**src/rtl/cdb_arbiter_pkg.sv**
```systemverilog
// cdb_arbiter_pkg: shared widths, defaults and the CDB slot packet type
package cdb_arbiter_pkg;
    localparam int DEF_NUM_REQ = 8;
    localparam int DEF_CDB_W   = 3;
    localparam int PREG_W      = 6;
    typedef struct packed {
        logic              valid;
        logic [PREG_W-1:0] preg;
    } cdb_packet_t;
endpackage

```
**src/rtl/cdb_arbiter_rr_multi_pick.sv**
```systemverilog
// rr_multi_pick: rotating-priority picker granting up to CDB_W of NUM_REQ requesters
//  valid    in   requester valid bits
//  ptr      in   scan start index (rr_ptr)
//  grant    out  one-hot-per-requester grant vector
//  slot_idx out  requester index feeding each CDB slot, in scan order
//  slot_vld out  slot carries a grant (fills from slot 0, no gaps)
//  last_idx out  index of the last grant in scan order
//  count    out  number of grants
module rr_multi_pick #(
    parameter int NUM_REQ = 8,
    parameter int CDB_W   = 3,
    localparam int IDX_W  = $clog2(NUM_REQ),
    localparam int SLOT_W = $clog2(CDB_W + 1)
) (
    input  logic [NUM_REQ-1:0]          valid,
    input  logic [IDX_W-1:0]            ptr,
    output logic [NUM_REQ-1:0]          grant,
    output logic [CDB_W-1:0][IDX_W-1:0] slot_idx,
    output logic [CDB_W-1:0]            slot_vld,
    output logic [IDX_W-1:0]            last_idx,
    output logic [SLOT_W-1:0]           count
);
    logic [NUM_REQ-1:0] rot;
    logic [IDX_W-1:0]   idx;
    always_comb begin
        rot      = NUM_REQ'({valid, valid} >> ptr);
        grant    = '0;
        slot_idx = '0;
        slot_vld = '0;
        last_idx = '0;
        count    = '0;
        idx      = '0;
        for (int j = 0; j < NUM_REQ; j++) begin
            // rotated position j maps back to requester j+ptr (NUM_REQ is a power of 2)
            idx = IDX_W'(j) + ptr;
            if (rot[j] && count < SLOT_W'(CDB_W)) begin
                grant[idx]      = 1'b1;
                slot_idx[count] = idx;
                slot_vld[count] = 1'b1;
                last_idx        = idx;
                count           = count + 1'b1;
            end
        end
    end
endmodule

```
**src/rtl/cdb_arbiter.sv**
```systemverilog
// cdb_arbiter: round-robin arbitration of FU completions onto a registered N-wide CDB
//  clock        in   system clock
//  reset        in   asynchronous active-low reset
//  req_valid    in   FU i has a completed result
//  req_preg     in   destination phys reg of FU i
//  req_ready    out  FU i granted this cycle
//  squash       in   mispredict flush, blocks all grants this cycle
//  cdb_valid    out  slot k broadcasting
//  cdb_preg     out  slot k phys reg
//  num_granted  out  grants issued this cycle
//  perf_bcast   out  broadcast counter (CDB_PERF_CNT_EN)
//  perf_stall   out  denied-request counter (CDB_PERF_CNT_EN)
// Macro CDB_PERF_CNT_EN enables the perf counters; otherwise they are tied to 0.
module cdb_arbiter
    import cdb_arbiter_pkg::*;
#(
    parameter int NUM_REQ = DEF_NUM_REQ,
    parameter int CDB_W   = DEF_CDB_W,
    localparam int IDX_W  = $clog2(NUM_REQ),
    localparam int NSB    = $clog2(CDB_W + 1)
) (
    input  logic                           clock,
    input  logic                           reset,
    input  logic [NUM_REQ-1:0]             req_valid,
    input  logic [NUM_REQ-1:0][PREG_W-1:0] req_preg,
    output logic [NUM_REQ-1:0]             req_ready,
    input  logic                           squash,
    output logic [CDB_W-1:0]               cdb_valid,
    output logic [CDB_W-1:0][PREG_W-1:0]   cdb_preg,
    output logic [NSB-1:0]                 num_granted,
    output logic [31:0]                    perf_bcast,
    output logic [31:0]                    perf_stall
);
    logic [IDX_W-1:0]            rr_ptr;
    logic [NUM_REQ-1:0]          grant;
    logic [CDB_W-1:0][IDX_W-1:0] slot_idx;
    logic [CDB_W-1:0]            slot_vld;
    logic [IDX_W-1:0]            last_idx;
    cdb_packet_t [CDB_W-1:0]     nxt, cdb_q;
    logic [CDB_W-1:0]            nxt_valid;

    rr_multi_pick #(.NUM_REQ(NUM_REQ), .CDB_W(CDB_W)) u_pick (
        .valid    (req_valid & {NUM_REQ{reset & ~squash}}),
        .ptr      (rr_ptr),
        .grant    (grant),
        .slot_idx (slot_idx),
        .slot_vld (slot_vld),
        .last_idx (last_idx),
        .count    (num_granted)
    );

    assign req_ready = grant;

    // A granted preg of 0 is consumed but never broadcast as valid.
    always_comb begin
        nxt       = '0;
        nxt_valid = '0;
        for (int k = 0; k < CDB_W; k++) begin
            nxt[k].preg  = slot_vld[k] ? req_preg[slot_idx[k]] : '0;
            nxt[k].valid = slot_vld[k] && (nxt[k].preg != '0);
            nxt_valid[k] = nxt[k].valid;
            cdb_valid[k] = cdb_q[k].valid;
            cdb_preg[k]  = cdb_q[k].preg;
        end
    end

    always_ff @(posedge clock or negedge reset) begin
        if (!reset) begin
            cdb_q  <= '0;
            rr_ptr <= '0;
        end else begin
            cdb_q  <= nxt;
            rr_ptr <= (|grant) ? last_idx + 1'b1 : rr_ptr;
        end
    end

`ifdef CDB_PERF_CNT_EN
    always_ff @(posedge clock or negedge reset) begin
        if (!reset) begin
            perf_bcast <= '0;
            perf_stall <= '0;
        end else begin
            perf_bcast <= perf_bcast + 32'($countones(nxt_valid));
            perf_stall <= perf_stall + 32'($countones(req_valid & ~req_ready));
        end
    end
`else
    assign perf_bcast = '0;
    assign perf_stall = '0;
`endif

    // Upstream guarantees unique destination pregs among broadcast slots.
    for (genvar i = 0; i < CDB_W; i++) begin : g_a
        for (genvar j = i + 1; j < CDB_W; j++) begin : g_b
            a_uniq: assert property (@(posedge clock) disable iff (!reset)
                !(nxt[i].valid && nxt[j].valid && nxt[i].preg == nxt[j].preg));
        end
    end
endmodule

```
**config.mk**
```make
export PLATFORM = sky130hd
export DESIGN_NAME = cdb_arbiter
export DESIGN_NICKNAME = d
export VERILOG_FILES = /design/src/rtl/cdb_arbiter_pkg.sv /design/src/rtl/cdb_arbiter_rr_multi_pick.sv /design/src/rtl/cdb_arbiter.sv
export SDC_FILE = /design/constraint.sdc
export NUM_CORES = 1
export LEC_CHECK = 0
export ABC_AREA = 1
export BUFFER_PORTS_ARGS = -buffer_cell sky130_fd_sc_hd__buf_2
export CAP_MARGIN = 0
export CORE_AREA = 10 10 146 148
export CTS_CLUSTER_DIAMETER = 40
export CTS_CLUSTER_SIZE = 40
export DETAILED_ROUTE_END_ITERATION = 8
export DIE_AREA = 0 0 156 158
export GPL_TIMING_DRIVEN = 0
export PLACE_DENSITY = 0.47
export SYNTH_ARGS = -nofsm -noshare
export SYNTH_HDL_FRONTEND = slang
export SYNTH_HIERARCHICAL = 1
export SYNTH_SLANG_ARGS = --single-unit
```
**constraint.sdc**
```tcl
create_clock -name clock -period 11.3 [get_ports clock]
set_input_delay 0 -clock clock [delete_from_list [all_inputs] [get_ports clock]]
set_output_delay 0 -clock clock [all_outputs]
set_load 0.005 [all_outputs]
```
Word level (Yosys, flattened, before mapping)
Cells that the tools add are included.
- add/subtract/negate cells: 15
- magnitude comparators: 40
- shift-type cells: 1
- mux-type cells: 99
- bitwise operators: 17
- reduce and logical (&&, ||, !) cells: 29
- operators by type and width (operator ; number):
    3-bit 2-to-1 mux ; 22
    8-bit 2-to-1 mux ; 8
    9-bit bitwise mux ; 7
    9-bit 2-to-1 mux ; 7
    8-bit bitwise OR ; 7
    6-bit binary-select mux with 3-bit select ; 3
    3-bit by 4-bit less-than comparator with 1-bit output (second input constant) ; 11
    3-bit demux with 2-bit select ; 7
    6-bit 2-to-1 mux ; 6
    1-bit logical AND ; 25
    1-bit demux with 3-bit select ; 8
    3-bit by 1-bit greater-or-equal comparator with 1-bit output (second input constant) ; 8
    2-bit by 3-bit less-than comparator with 1-bit output (second input constant) ; 6
    3-bit bitwise OR ; 6
    6-bit nonzero test ; 3
    1-bit 2-to-1 mux ; 17
    16-bit by 3-bit >> shifter with 8-bit output ; 1
    1-bit demux with 2-bit select ; 7
    2-bit 2-to-1 mux ; 7
    2-bit by 1-bit adder with 2-bit output (second input constant) ; 6
    3-bit adder (first input constant) ; 4
    2-bit by 1-bit greater-or-equal comparator with 1-bit output (second input constant) ; 6
    2-bit less-than comparator (second input constant) ; 6
    8-bit AND ; 1
    11 further kinds ; 12
- bits in registers: 24
- bits of input ports: 59
- output and inout bits: 95
- word-level logic and storage cells: 208

Longest topological paths before layout
Gate-level depths: netlist of the first run.
- depth in word-level cells: 34
- depth in mapped cells: 45
- depth with buffers taken out: 43

Modules after synthesis
The synthesis of the first run kept the hierarchy.
- by module, submodules not included (module ; times used ; cells an instance ; area each (sq um) ; seq. area each (sq um)):
    cdb_arbiter ; 1 ; 474 ; 2954.1 ; 600.6
    rr_multi_pick ; 1 ; 472 ; 2502.4 ; 0.0

Least setup slack after synthesis of the first run
OpenSTA, ideal clock, no wires.
- kind: reg2reg
- start: register rr_ptr[0]
- end: register cdb_q, in the netlist cdb_valid[2]
- setup time: 0.119 ns
- arrival time: 5.623 ns
- required time: 11.181 ns
- path slack: 5.558 ns
- cell stages (with the launch flop): 43
- path buffers: 4
- path through: dfrtp_1 > buf_6 > inv_4 > buf_8 > nand2_2 > nand3_1 > nand3_1 > nand2_1 > clkinv_1 > ha_1 > nand2_1 > nand3_4 > nand2_4 > inv_1 > nor2_1 > inv_1 > ha_1 > nand3_1 > [7 not listed] > nor2_1 > inv_1 > or2_2 > nand2_4 > inv_1 > ha_1 > nand2_1 > nand2_1 > nand2_1 > buf_6 > buf_6 > nand2_1 > nand3_1 > nand3_1 > nand3_2 > nand2_1 > nor2_1 > nand2_1
- RTL lines (item ; RTL line ; RTL):
    start, declared ; cdb_arbiter.sv:34 ; logic [IDX_W-1:0] rr_ptr;
    start signal, assigned ; cdb_arbiter.sv:73 ; rr_ptr <= (|grant) ? last_idx + 1'b1 : rr_ptr;
    end signal, assigned ; cdb_arbiter.sv:72 ; cdb_q <= nxt;
    end, declared ; cdb_arbiter.sv:39 ; cdb_packet_t [CDB_W-1:0] nxt, cdb_q;

==> impl_metrics.sql, run 1 <==
INSERT INTO impl_metrics (metric_group, metric, value, unit) VALUES
('clock_network', 'cts_setup_buffers', '0', ''),
('timing', 'final-setup-viol-count', '0', ''),
('global_routing', 'globalRouteOverflowTotal', '0', ''),
('detailed_routing', 'top_signal_layer_used', 'met4', ''),
('detailed_routing', 'wl_per_cell', '16.2', 'um'),
('placed_design', 'detailed_place_hpwl', '17300', 'um'),
('layout', 'filler_cell_count', '2083', ''),
('yosys', 'portion_of_the_post_synthesis_area_used_by_sequential_elements', '11.0', '%'),
('global_routing', 'antenna_violations_before_repair', '0', ''),
('critical_path', 'worst_path_largest_cell_delay', '0.52', 'ns'),
('clock_network', 'cts_sinks', '24', ''),
('floorplanning', 'core', '0.0185', 'mm2'),
('global_routing', 'via_count_of_the_first_global_routing_pass', '6070', ''),
('timing', 'finalWorstPathRequiredPeriod', '7.64', 'ns'),
('yosys', 'combined_area_of_all_synthesized_cells', '0.00546', 'mm2'),
('timing', 'worst-slew-pin-transition', '1.05', 'ns'),
('layout', 'multi_input_area', '0.00376', 'mm2'),
('status', 'result_of_the_run', 'finished, final reports clean', ''),
('critical_path', 'worstPathRequired', '11.50', 'ns'),
('critical_path', 'worst_setup_path_start_kind', 'input pin', ''),
('detailed_routing', 'firstDrtPassIters', '5', ''),
('global_routing', 'global_route.usage.total', '16.5', '%'),
('placed_design', 'dpl.cell_count', '1332', ''),
('critical_path', 'worst-r2r-setup-slack', '4.09', 'ns'),
('placed_design', 'port_buffers', '89', ''),
('clock_network', 'number_of_buffers_created_by_cts', '3', ''),
('detailed_routing', 'detail-route-antenna-nets', '0', ''),
('layout', 'diodes', '0', ''),
('detailed_routing', 'drt_iter0_markers', '461', ''),
('floorplanning', 'initial_utilization', '29.6', '%'),
('timing', 'final_min_period_over_clock_period', '67.7', '%'),
('clock_network', 'tritoncts', 'done', ''),
('timing', 'final_worst_clock_skew', '0.00465', 'ns'),
('global_routing', 'largest_net_degree_at_the_start_of_global_routing', '26', ''),
('detailed_routing', 'detailed_route_via_count', '6444', ''),
('critical_path', 'critPathArrivalTime', '7.84', 'ns'),
('detailed_routing', 'detail_route.wirelength.met1', '9640', 'um'),
('timing', 'slew-limit-headroom', '29.4', '%'),
('layout', 'postLayoutCellArea', '0.00653', 'mm2'),
('floorplanning', 'core.rowCount', '50', ''),
('floorplanning', 'die_width', '156', 'um'),
('placed_design', 'dpl_cell_area', '0.00643', 'mm2'),
('clock_network', 'cts-root-to-sink-buffers', '2', ''),
('yosys', 'yosysTopAreaCellShare', '19.8', '%'),
('timing', 'whs', '0.202', 'ns'),
('yosys', 'synth-seq-cells', '24', ''),
('timing', 'final-max-slew-violation-count', '0', ''),
('layout', 'area.growth.synth_to_final', '19.7', '%'),
('global_routing', 'grt_first_pass_wirelength', '33100', 'um'),
('layout', 'post_route_cells_drive_above_1_share', '21.3', '%'),
('critical_path', 'crit_type', 'input pin to flop', ''),
('yosys', 'synth.largest_area_cell', 'sky130_fd_sc_hd__nand2_1', ''),
('detailed_routing', 'ratio_of_routed_vias_to_standard_cells', '4.82', ''),
('critical_path', 'setup.worst_path.end_class', 'flop', ''),
('detailed_routing', 'wl_met3', '2000', 'um'),
('timing', 'maxClockFrequency', '131', 'MHz'),
('floorplanning', 'die-area', '0.0246', 'mm2'),
('critical_path', 'crit_path_frequent_cell', 'sky130_fd_sc_hd__nand2_1', ''),
('clock_network', 'clock_tree.htree_level_count', '1', ''),
('layout', 'register_area', '601', 'um2'),
('critical_path', 'crit_slowest_cell', 'sky130_fd_sc_hd__dlygate4sd3_1', ''),
('timing', 'hold_viol', '0', ''),
('floorplanning', 'io_pins', '154', ''),
('timing', 'fin_tns_setup', '0', 'ns'),
('timing', 'grt_setup_unrepaired', 'false', ''),
('layout', 'nNetsFinal', '1186', ''),
('placed_design', 'place_congestion', '0.917', ''),
('yosys', 'synth_cells', '946', ''),
('yosys', 'avgSynthCellArea', '5.77', 'um2'),
('critical_path', 'timing.critical_path.fanout_max', '25', ''),
('yosys', 'synth_top_cells_by_area', 'sky130_fd_sc_hd__nand2_1, sky130_fd_sc_hd__nand3_1, sky130_fd_sc_hd__dfrtp_1', '');
[Yosys cell counts, drive strengths merged]
library cell  number
clkinv             3
nand3b             1
buf               95
a2111oi            1
conb               1
or2                3
dfrtp             24
a211oi             2
a31oi              4
xnor2              1
nor3              12
o22ai              4
clkbuf             9
o21a               1
a21oi             28
o21ai             41
nand4              7
nand3            186
and2               1
o2111a             1
nand2            308
inv              125
o221ai             5
a221oi             4
nor2              36
fa                 1
ha                22
o211ai            20
[metal layers]
metal | vias to the layer above | GRT usage, %
met5 | - | 0
met4 | 0 | 3.78
met3 | 27 | 3.18
met2 | 293 | 26.5
met1 | 2861 | 22.4
li1 | 3263 | -
[cells in the final DEF (no fill, tap or decap), types with 3 or more instances in the layout]
cell / instances
sky130_fd_sc_hd__nand2_1: 288
sky130_fd_sc_hd__nand3_1: 176
sky130_fd_sc_hd__inv_1: 113
sky130_fd_sc_hd__buf_2: 97
sky130_fd_sc_hd__buf_4: 66
sky130_fd_sc_hd__conb_1: 64
sky130_fd_sc_hd__nor2_1: 36
sky130_fd_sc_hd__o21ai_0: 34
sky130_fd_sc_hd__a21oi_1: 27
sky130_fd_sc_hd__dfrtp_1: 24
sky130_fd_sc_hd__ha_1: 22
sky130_fd_sc_hd__o211ai_1: 19
sky130_fd_sc_hd__buf_6: 16
sky130_fd_sc_hd__nor3_1: 12
sky130_fd_sc_hd__nand2_4: 10
sky130_fd_sc_hd__nand2_2: 9
sky130_fd_sc_hd__clkbuf_1: 9
sky130_fd_sc_hd__nand3_2: 8
sky130_fd_sc_hd__o21ai_1: 7
sky130_fd_sc_hd__inv_2: 7
sky130_fd_sc_hd__nand4_1: 7
sky130_fd_sc_hd__o221ai_1: 5
sky130_fd_sc_hd__a221oi_1: 4
sky130_fd_sc_hd__o22ai_1: 4
sky130_fd_sc_hd__a31oi_1: 4
sky130_fd_sc_hd__inv_6: 3
sky130_fd_sc_hd__buf_8: 3
sky130_fd_sc_hd__clkbuf_16: 3
sky130_fd_sc_hd__or2_2: 3
sky130_fd_sc_hd__clkinv_1: 3
[logic make-up after synthesis]
logic type      after synthesis  synth area share, %
xor+xnor                      1                0.161
other cells                   1               0.0687
buf+inv                     232                 24.5
fa+ha+maj                    23                 5.41
simple gates                554                 46.5
flops                        24                 11.0
compound gates              111                 12.4
[flip-flops by register name (all words and copies together) (netlist names)]
| name | flops |
|---|---|
| cdb_preg | 18 |
| cdb_valid | 3 |
| rr_ptr | 3 |
[through the flow]
| step | utilization, % | setup slack [ns] |
|---|---|---|
| global route | 35.4 | 2.82 |
| floorplan | - | 5.56 |
| CTS | 35.4 | 3.68 |
| global placement | 34.8 | 3.95 |
| detailed placement | 34.8 | 3.97 |
| finish | 35.4 | 3.66 |
[worst paths after layout]
kind	depth (start not counted)	start	end
max	41	reset	cdb_valid[2]$_DFF_PN0_
min	5	req_preg[4]	cdb_preg[16]$_DFF_PN0_
max reg2reg	37	rr_ptr[1]$_DFFE_PN0P_	cdb_valid[2]$_DFF_PN0_
min reg2reg	2	rr_ptr[0]$_DFFE_PN0P_	rr_ptr[0]$_DFFE_PN0P_
max in group asynchronous	2	reset	rr_ptr[2]$_DFFE_PN0P_
min in group asynchronous	2	reset	cdb_preg[14]$_DFF_PN0_
[cell type report]
cell class                      count  area share (%)
Buffer                            104            12.8
Inverter                          128            7.66
Multi-Input combinational cell    753            57.5
Clock buffer                        4            1.36
Timing Repair Buffer               90            6.97
Sequential cell                    24            9.20
Tap cell                          234            4.48
[timing repair]
item                                    4_1_cts  5_1_grt
endpoints found under the setup margin        0        0
gates resized for setup                       0        0
hold buffers                                  1        0
hold endpoints to repair                     24        0
[worst max-delay path, delay by kind of cell]
family	cells	cell delay, ns
buffers and inverters	10	2.25
adders and majority gates	5	1.46
and+or+nand+nor	26	4.12
Power of run 1 is left out: the tool's default activity adds up to more than one toggle a clock period on the data nets, which glitch-free logic cannot reach.
==> run 2: changes to the inputs <==
Settings changed: ABC_AREA 1 to 0, CORE_AREA 10 10 146 148 to 10 10 141 143, DIE_AREA 0 0 156 158 to 0 0 151 153, PLACE_DENSITY 0.47 to 0.48.
Clock period 11.3 ns to 7.7 ns, I/O delays scaled along.
==> run 2 against run 1 <==
Utilization grew 2.5 points. Final cell count shrank 29%. Synthesized area shrank 7.2%. Design area shrank 0.98%. Die area shrank 6.3%. Largest cell class unchanged.
==> impl_metrics.sql, run 2 <==
INSERT INTO impl_metrics (metric_group, metric, value, unit) VALUES
('status', 'result_of_the_run', 'finished, final reports clean', ''),
('critical_path', 'worstSetupEndpoint', 'cdb_valid[2]$_DFF_PN0_', ''),
('layout', 'area.growth.synth_to_final', '27.7', '%'),
('critical_path', 'reg2regPathDepth', '29', ''),
('timing', 'whs', '0.195', 'ns'),
('global_routing', 'via_count_of_the_first_global_routing_pass', '4935', ''),
('critical_path', 'critical_path.top_delay_family', 'multiplexers', ''),
('critical_path', 'crit-reg2reg-capture', 'cdb_valid[2]$_DFF_PN0_', ''),
('placed_design', 'dpl_cell_area', '0.00603', 'mm2'),
('yosys', 'yosysTopAreaCellShare', '11.9', '%'),
('clock_network', 'cts_sinks', '24', ''),
('layout', 'postLayoutCellArea', '0.00647', 'mm2'),
('critical_path', 'path_buf_inv', '6', ''),
('timing', 'fin_tns_setup', '0', 'ns'),
('timing', 'worst-slew-pin-transition', '0.965', 'ns'),
('floorplanning', 'core.rowCount', '48', ''),
('yosys', 'combined_area_of_all_synthesized_cells', '0.00506', 'mm2'),
('clock_network', 'cts-root-buf', 'sky130_fd_sc_hd__clkbuf_16', ''),
('yosys', 'synth.cells.most_frequent', 'sky130_fd_sc_hd__buf_4, sky130_fd_sc_hd__nor2_1, sky130_fd_sc_hd__a21oi_1, sky130_fd_sc_hd__nand2_1, sky130_fd_sc_hd__mux2i_1', ''),
('floorplanning', 'die_width', '151', 'um'),
('timing', 'final-max-slew-violation-count', '0', ''),
('timing', 'finalWorstPathRequiredPeriod', '7.44', 'ns'),
('detailed_routing', 'ratio_of_routed_vias_to_standard_cells', '5.25', ''),
('clock_network', 'tritoncts', 'done', ''),
('yosys', 'synth_top_cells_by_area', 'sky130_fd_sc_hd__dfrtp_1, sky130_fd_sc_hd__mux4_1, sky130_fd_sc_hd__buf_4', ''),
('yosys', 'portion_of_the_post_synthesis_area_used_by_sequential_elements', '11.9', '%'),
('clock_network', 'clock_tree.htree_level_count', '1', ''),
('detailed_routing', 'wl_met3', '1500', 'um'),
('placed_design', 'port_buffers', '89', ''),
('detailed_routing', 'drt_iter0_markers', '449', ''),
('yosys', 'library_cell_with_the_highest_instance_count_after_synthesis', 'sky130_fd_sc_hd__buf_4', ''),
('clock_network', 'number_of_buffers_created_by_cts', '3', ''),
('critical_path', 'worst-r2r-setup-slack', '0.26', 'ns'),
('layout', 'layout.cells.most_common_list', 'sky130_fd_sc_hd__buf_4, sky130_fd_sc_hd__buf_2, sky130_fd_sc_hd__conb_1', ''),
('timing', 'slew-limit-headroom', '35.3', '%'),
('timing', 'final-setup-viol-count', '0', ''),
('critical_path', 'timing.critical_path.fanout_max', '10', ''),
('global_routing', 'globalRouteOverflowTotal', '0', ''),
('detailed_routing', 'drcViolationCount', '0', ''),
('critical_path', 'worst_path_largest_cell_delay', '0.65', 'ns'),
('critical_path', 'crit_start', 'rr_ptr[0]$_DFFE_PN0P_', ''),
('critical_path', 'critPathArrivalTime', '7.58', 'ns'),
('yosys', 'synth_top_flop_cell', 'sky130_fd_sc_hd__dfrtp_1', ''),
('yosys', 'synth_edf_count', '0', ''),
('layout', 'post_route_cells_drive_above_1_share', '40.6', '%'),
('yosys', 'yosys.cell_types.count', '80', ''),
('clock_network', 'clock_transition_at_the_registers_of_the_reported_paths', '0.07', 'ns'),
('placed_design', 'detailed_place_hpwl', '14800', 'um'),
('floorplanning', 'core', '0.0171', 'mm2'),
('detailed_routing', 'top_signal_layer_used', 'met4', ''),
('critical_path', 'crit_path_frequent_cell', 'sky130_fd_sc_hd__ha_1', ''),
('timing', 'maxClockFrequency', '134', 'MHz'),
('critical_path', 'setup.worst_path.end_class', 'flop', ''),
('yosys', 'fraction_of_registers_with_async_set_reset', '100', '%'),
('min_path', 'holdCritPathClass', 'input pin to flop', ''),
('yosys', 'avgSynthCellArea', '9.26', 'um2'),
('layout', 'nNetsFinal', '809', ''),
('clock_network', 'cts-root-to-sink-buffers', '2', ''),
('flow_run', 'max_cap_viol_count', '0', ''),
('yosys', 'yosysWarningCount', '6', ''),
('timing', 'hold_viol', '0', ''),
('yosys', 'synth-seq-cells', '24', ''),
('critical_path', 'crit_slowest_cell', 'sky130_fd_sc_hd__fa_2', ''),
('timing', 'final_min_period_over_clock_period', '96.6', '%'),
('detailed_routing', 'detail_route.wirelength.met1', '7750', 'um'),
('placed_design', 'dpl_worst_slack', '-1.67', 'ns'),
('floorplanning', 'io_pins', '154', ''),
('critical_path', 'worstPathRequired', '7.84', 'ns'),
('floorplanning', 'initial_utilization', '29.7', '%'),
('placed_design', 'place_congestion', '0.925', ''),
('yosys', 'synth.largest_area_cell', 'sky130_fd_sc_hd__dfrtp_1', ''),
('global_routing', 'grt_first_pass_wirelength', '27500', 'um'),
('layout', 'diodes', '0', ''),
('yosys', 'synth_cells', '547', ''),
('timing', 'setup_ws', '0.259', 'ns'),
('global_routing', 'antenna_violations_before_repair', '0', ''),
('layout', 'layout.cells.most_common', 'sky130_fd_sc_hd__buf_4', ''),
('global_routing', 'global_route.usage.total', '14.8', '%'),
('global_routing', 'largest_net_degree_at_the_start_of_global_routing', '25', ''),
('min_path', 'timing.hold.worst.start', 'req_preg[42]', ''),
('floorplanning', 'die-area', '0.0231', 'mm2'),
('critical_path', 'crit_type', 'flop to flop', ''),
('critical_path', 'r2r_start', 'rr_ptr[0]$_DFFE_PN0P_', ''),
('detailed_routing', 'postRouteWirelength', '18500', 'um'),
('detailed_routing', 'detail-route-antenna-nets', '0', ''),
('critical_path', 'cp.depth', '29', ''),
('critical_path', 'worst_setup_path_start_kind', 'flop', ''),
('timing', 'final_worst_clock_skew', '0.00181', 'ns'),
('layout', 'largest_register_ff_count', '18', ''),
('detailed_routing', 'route.met2.wl', '8750', 'um'),
('detailed_routing', 'detailed_route_via_count', '4995', ''),
('detailed_routing', 'wl_per_cell', '19.4', 'um'),
('detailed_routing', 'firstDrtPassIters', '5', ''),
('floorplanning', 'floorplan.die.height', '153', 'um'),
('clock_network', 'clk_latency', '0.27', 'ns');
run 2: changes by cell type in the layout (fill, tap and decap cells not counted), sizes merged, moves of 9 or more:
cell	change
mux4	+39
o22ai	+9
o21ai	-22
nand3	-178
mux2	+21
mux2i	+30
and2	+19
nand2b	+9
nand2	-276
o211ai	-16
inv	-107
run 2: final cells by class:
class	count	area, um2
tap	225	282
fill	1812	10600
sequential	24	603
buffer	93	674
clock buffer	4	88.8
timing repair buffer	115	662
inverter	20	96.3
multi-input combinational	470	4060
run 2: cells by family (layout without fill, tap and decap cells):
logic type	count (synthesis)	in the layout	share of synthesized area [%]
buffers and inverters	116	232	14.6
multiplexers	90	90	30.0
AO/OA/AOI/OAI	141	141	21.1
AND/OR/NAND/NOR	145	145	14.7
flip-flops	24	24	11.9
adder cells (fa/ha/maj)	23	23	5.83
XOR/XNOR	7	7	1.85
other	1	64	0.0741
run 2: how the worst min path moves through the flow:
stage / cells after the start / slack [ns] / end
final: 3 / 0.20 / cdb_preg[0]$_DFF_PN0_
after global routing: 3 / 0.20 / cdb_preg[0]$_DFF_PN0_
after CTS: 3 / 0.19 / cdb_preg[0]$_DFF_PN0_
after detailed placement: 1 / 0.07 / cdb_preg[10]$_DFF_PN0_
after global placement: 1 / 0.06 / cdb_preg[10]$_DFF_PN0_
after floorplan: 0 / -0.30 / cdb_preg[0]$_DFF_PN0_
run 2: worst register-to-register path, delay by kind of cell (launching register included):
kind | cells | cell delay, ns
multiplexers | 6 | 2.02
adder cells (fa/ha/maj) | 5 | 1.72
AO/OA/AOI/OAI | 6 | 1.32
AND/OR/NAND/NOR | 6 | 1.06
buffers and inverters | 6 | 0.77
flip-flops | 1 | 0.44
run 2: per-layer routing:
metal / global-route usage, % / up-vias
li1: - / 2325
met1: 18.9 / 2368
met2: 24.2 / 275
met3: 3.07 / 27
met4: 4.59 / 0
met5: 0 / -
run 2: stage by stage:
step,util (%),cells
floorplan,-,610
global placement,35.3,924
detailed placement,35.3,924
CTS,36.6,933
global route,37.9,951
finish,37.9,951
run 2: timing repair:
action,4_1_cts,5_1_grt
buffers inserted,6,17
resized for setup,24,39
setup endpoints to repair,24,3
pin swaps,4,6
gates cloned,0,1
endpoints found under the hold margin,24,0
hold buffers,2,0
Power of run 2 is left out for the same reason.
